`src/rtl/key_state_arbiter.sv`:
```
// Round-robin arbiter granting NREQ requesters masked write access to one shared
// key-state register, with a priority whole-register clear.
module key_state_arbiter #(
  parameter int unsigned WIDTH = 64,
  parameter int unsigned NREQ  = 4
) (
  input  logic                    clk,
  input  logic                    reset,
  input  logic [NREQ-1:0]         req,
  input  logic [NREQ*WIDTH-1:0]   wdata,
  input  logic [NREQ*WIDTH-1:0]   wmask,
  input  logic                    clr,
  input  logic [WIDTH-1:0]        reg_q,
  output logic [WIDTH-1:0]        reg_d,
  output logic                    reg_en,
  output logic [NREQ-1:0]         ack,
  output logic                    busy,
  output logic [$clog2(NREQ)-1:0] grant_id
);

  localparam int unsigned GW = $clog2(NREQ);

  typedef enum logic [1:0] {IDLE, LOAD, ACK, CLEAR} state_t;

  state_t           state;
  logic             clr_pend;
  logic [GW-1:0]    last_grant;
  logic [WIDTH-1:0] data_l;
  logic [WIDTH-1:0] mask_l;
  logic [GW-1:0]    cand;
  logic [GW-1:0]    winner;
  logic             any_req;

  // First set request searching upward from the requester after the last one served.
  always_comb begin
    cand    = '0;
    winner  = '0;
    any_req = 1'b0;
    for (int unsigned k = 1; k <= NREQ; k++) begin
      cand = GW'((32'(last_grant) + k) % NREQ);
      if (!any_req && req[cand]) begin
        any_req = 1'b1;
        winner  = cand;
      end
    end
  end

  // Register write data follows the current register except in the load/clear cycle.
  always_comb begin
    reg_d = reg_q;
    if (state == LOAD) begin
      reg_d = (reg_q & ~mask_l) | (data_l & mask_l);
    end else if (state == CLEAR) begin
      reg_d = '0;
    end
  end

  always_ff @(posedge clk or negedge reset) begin
    if (!reset) begin
      state      <= IDLE;
      reg_en     <= 1'b0;
      ack        <= '0;
      busy       <= 1'b0;
      grant_id   <= '0;
      clr_pend   <= 1'b0;
      last_grant <= GW'(NREQ - 1);
      data_l     <= '0;
      mask_l     <= '0;
    end else begin
      reg_en <= 1'b0;
      ack    <= '0;
      // A clear seen while busy is remembered and wins the next idle cycle.
      if (clr && (state != IDLE)) begin
        clr_pend <= 1'b1;
      end
      case (state)
        IDLE: begin
          if (clr || clr_pend) begin
            state    <= CLEAR;
            reg_en   <= 1'b1;
            busy     <= 1'b1;
            grant_id <= '0;
            clr_pend <= 1'b0;
          end else if (any_req) begin
            state    <= LOAD;
            reg_en   <= 1'b1;
            busy     <= 1'b1;
            grant_id <= winner;
            data_l   <= wdata[32'(winner)*WIDTH +: WIDTH];
            mask_l   <= wmask[32'(winner)*WIDTH +: WIDTH];
          end
        end
        LOAD: begin
          state         <= ACK;
          ack[grant_id] <= 1'b1;
        end
        ACK: begin
          state      <= IDLE;
          busy       <= 1'b0;
          last_grant <= grant_id;
          grant_id   <= '0;
        end
        CLEAR: begin
          state <= IDLE;
          busy  <= 1'b0;
        end
        default: begin
          state <= IDLE;
          busy  <= 1'b0;
        end
      endcase
    end
  end

endmodule

```
`config.mk`:
```
export PLATFORM = sky130hd
export DESIGN_NAME = key_state_arbiter
export DESIGN_NICKNAME = d
export VERILOG_FILES = /design/src/rtl/key_state_arbiter.sv
export SDC_FILE = /design/constraint.sdc
export NUM_CORES = 1
export LEC_CHECK = 0
export CELL_PAD_IN_SITES_DETAIL_PLACEMENT = 1
export CELL_PAD_IN_SITES_GLOBAL_PLACEMENT = 2
export CORE_AREA = 2 2 252 254
export DETAILED_ROUTE_END_ITERATION = 7
export DIE_AREA = 0 0 254 256
export PLACE_DENSITY = 0.79
export SLEW_MARGIN = 20
export SYNTH_ARGS = -nofsm -noshare
export SYNTH_HDL_FRONTEND = slang
export SYNTH_SLANG_ARGS = --single-unit
```
`constraint.sdc`:
```
create_clock -name clk -period 1.81 [get_ports clk]
set_input_delay 0.362 -clock clk [delete_from_list [all_inputs] [get_ports clk]]
set_output_delay 0.362 -clock clk [all_outputs]
set_load 0.02 [all_outputs]
```
==> impl_metrics.tcl <==
set metrics [dict create \
    die_area_mm2 0.06502 \
    hold_ws_ns 0.4265 \
    crit_chain "buf_12, buf_12, clkbuf_16, nand3_4, o21ai_2, o2bb2ai_2, buf_6" \
    clock_latency_ns 0.49 \
    clock.fmax_mhz 442.4 \
    wl_mm 77.10 \
    fin_skew_ns 0.01030 \
    maxSlewHeadroom_pct 62.43 \
    crit_start "state[0]" \
    syn_nets 2078 \
    track_usage_pct 21.55 \
    coreArea_mm2 0.06239 \
    clock_sink_count 141 \
    fill_cells 7073 \
    overflow 0 \
    netlist_area_mm2 0.01176 \
    chipWidth_um 254 \
    startpoint_type "flop" \
    r2r_start "last_grant[0]" \
    crit_required_ns 1.45 \
    fp.dieH_um 256 \
    cts_made_buffers 17 \
    wire_per_inst_um 24.48 \
    io_pins 655 \
    finalSetupViolations 193 \
    cp_slowest_stage_delay_ns 0.51 \
    crit_family "buffers and inverters" \
    cts_tree "done" \
    rsz0062_at_grt "true" \
    leakage_nw 10.15 \
    cts.clk_slew.worst_paths_ns 0.07 \
    worst_path_most_repeated_cell "buf_12" \
    grt_max_degree 64 \
    synthToLayoutAreaGrowth_pct 109.9 \
    grt_util_met3_pct 5.604 \
    hpwl_mm 52.57 \
    clockBufferDepth 2 \
    yosysSeqAreaShare_pct 30.02 \
    start_util_pct 18.85 \
    drtPass1Iterations 5 \
    port_buffers 654 \
    hold_violations 0 \
    rows 92 \
    worst_pin_slew_ns 0.5636 \
    met2_usage_pct 37.33 \
    drt.antenna.violating_nets 0 \
    gp_congestion 0.8677 \
    fin_crit_sh_pct 124.9 \
    cap_violations 0 \
    final_util_pct 39.56 \
    grt_pass1_wl_mm 103.7 \
    crit_fanout 5 \
    synth-seq-cells 141 \
    avgSynthCellArea_um2 7.866 \
    final_cells 3149 \
    fin_nets 2860 \
    synth_cell_type_count 34 \
    total_power_mw 32.24 \
    timing.final.ws_setup_ns -0.4502 \
    layout.cells.most_common "clkdlybuf4s50_1" \
    gr-usage-met1_pct 24.87 \
    synthCells 1495 \
    antenna_found_initial 15 \
    crit_buf_inv 4 \
    critPathKind "reg -> out" \
    dp.cells 3019 \
    maxSlewViolCount 0 \
    ir_drop_mv 0.6638 \
    power_density_mw_per_mm2 1306 \
    endpoint_kind "output pin" \
    yosys_warnings 0 \
    outcome "finished with violations" \
    cts_root_buf "clkbuf_16" \
    slowest_stage "dfrtp_4" \
    htree_levels 4 \
    vias 15590 \
    period_needed_ns 2.260 \
    final_area_mm2 0.02468 \
    final_cell_mix "577 x clkdlybuf4s50_1, 191 x inv_1, 144 x buf_4, 138 x dfrtp_1, 130 x nand2_1" \
    hp-class "in -> async" \
    viasPerCell 4.950 \
    arrival_ns 1.90 \
    violations "setup timing" \
    dpl-instance-area_mm2 0.02046 \
    grt_pass1_vias 16240 \
    busiest_layer "met2" \
    drc 0 \
    dr.first_iter.drc_count 906 \
    drive_gt1_share_pct 26.90 \
]
layer usage:
metal,wire length (µm),up-vias,part of all wire (%)
li1,-,7116,-
met1,30820,7769,40
met2,38750,578,50
met3,5038,121,6.5
met4,2475,2,3.2
met5,15,-,0.019
repair_timing:
action / CTS / global route
endpoints found under the setup margin: 201 / 201
gates resized for setup: 541 / 346
hold buffers: 1 / 0
pin swaps: 6 / 13
hold endpoints to repair: 27 / 0
buffers inserted: 36 / 28
cloned: 15 / 15
cell families after synthesis:
kind of cell           synth area share (%)
AND/OR/NAND/NOR                       17.49
AO/OA/AOI/OAI                         28.81
buffers and inverters                 12.59
flip-flops                            30.02
multiplexers                          11.09
state kept, by name, summed over array words and instances (netlist names):
name / count
data_l: 64
mask_l: 64
ack: 4
grant_id: 2
last_grant: 2
state: 2
busy: 1
clr_pend: 1
reg_en: 1
cells in the mapped netlist:
cell / count / share of area (%)
a31oi_1: 128 / 6.8
buf_2: 34 / 1.4
clkbuf_1: 108 / 3.4
a21boi_0: 2 / 0.13
a21o_1: 2 / 0.13
nor3_1: 1 / 0.043
buf_1: 7 / 0.22
nor3b_1: 1 / 0.064
a21bo_2: 1 / 0.085
nor2_1: 8 / 0.26
buf_6: 14 / 1.3
dfstp_2: 2 / 0.45
dfrtp_1: 139 / 30
mux2_2: 2 / 0.19
and2_1: 1 / 0.053
o211ai_1: 129 / 8.2
o22a_1: 1 / 0.074
nor4_2: 1 / 0.11
and3_1: 2 / 0.11
a21oi_1: 1 / 0.043
nand2b_1: 5 / 0.27
a32o_1: 3 / 0.26
o21ai_0: 191 / 8.1
nor2b_1: 1 / 0.053
mux2i_1: 128 / 11
nand3_1: 64 / 2.7
and3b_1: 1 / 0.074
and4_1: 128 / 9.5
nand2_1: 130 / 4.1
o2bb2ai_1: 63 / 4.7
a22o_1: 2 / 0.15
nand3b_1: 1 / 0.064
inv_1: 192 / 6.1
o21ai_1: 2 / 0.085
layout make-up:
cell class              count  area [µm²]  share of cell area, %
diodes                     13       32.53                 0.1318
clock buffers              21       460.4                  1.865
clock inverters            11       117.6                 0.4765
inverters                 192       721.9                  2.925
multi-input cells         999        8552                  34.65
flip-flops and latches    141        3535                  14.32
well taps                 846        1059                  4.288
repair buffers            926       10210                  41.35
worst reg2reg max path, cell delays in order, from the launching register on:
cell      delay, ns
dfstp_2        0.56
nand2b_4       0.14
a21o_4         0.14
and3_4         0.23
buf_12         0.13
buf_12         0.14
buf_12         0.13
buf_8          0.13
mux2i_1        0.31
o211ai_1       0.12
report_power, final:
group          leakage (nW)  internal, mW  total (mW)  switching [mW]
registers              1.78          4.55        6.09            1.54
logic                  8.10          11.7        22.5            10.8
clock network         0.271          2.08        3.68            1.60
total                  10.2          18.3        32.2            13.9
final timing paths:
kind,cells past startpoint,slack [ns],end
hold reg to reg,1,0.48,busy
setup / recovery,7,-0.45,reg_d[42]
setup reg to reg,9,-0.34,mask_l[40]
min in group clk,1,0.48,busy
hold / removal,2,0.43,mask_l[26]
max in group asynchronous,3,0.76,last_grant[0]
stage by stage:
stage | TNS (ns) | setup slack (ns)
6_report | -50.03 | -0.4502
5_1_grt | -64.19 | -0.5175
4_1_cts | -56.87 | -0.4998
3_5_place_dp | -131.88 | -1.011
3_3_place_gp | -116.02 | -0.9072
2_1_floorplan | -0.4666 | -0.02333
Power figures use the tool's default switching activity.
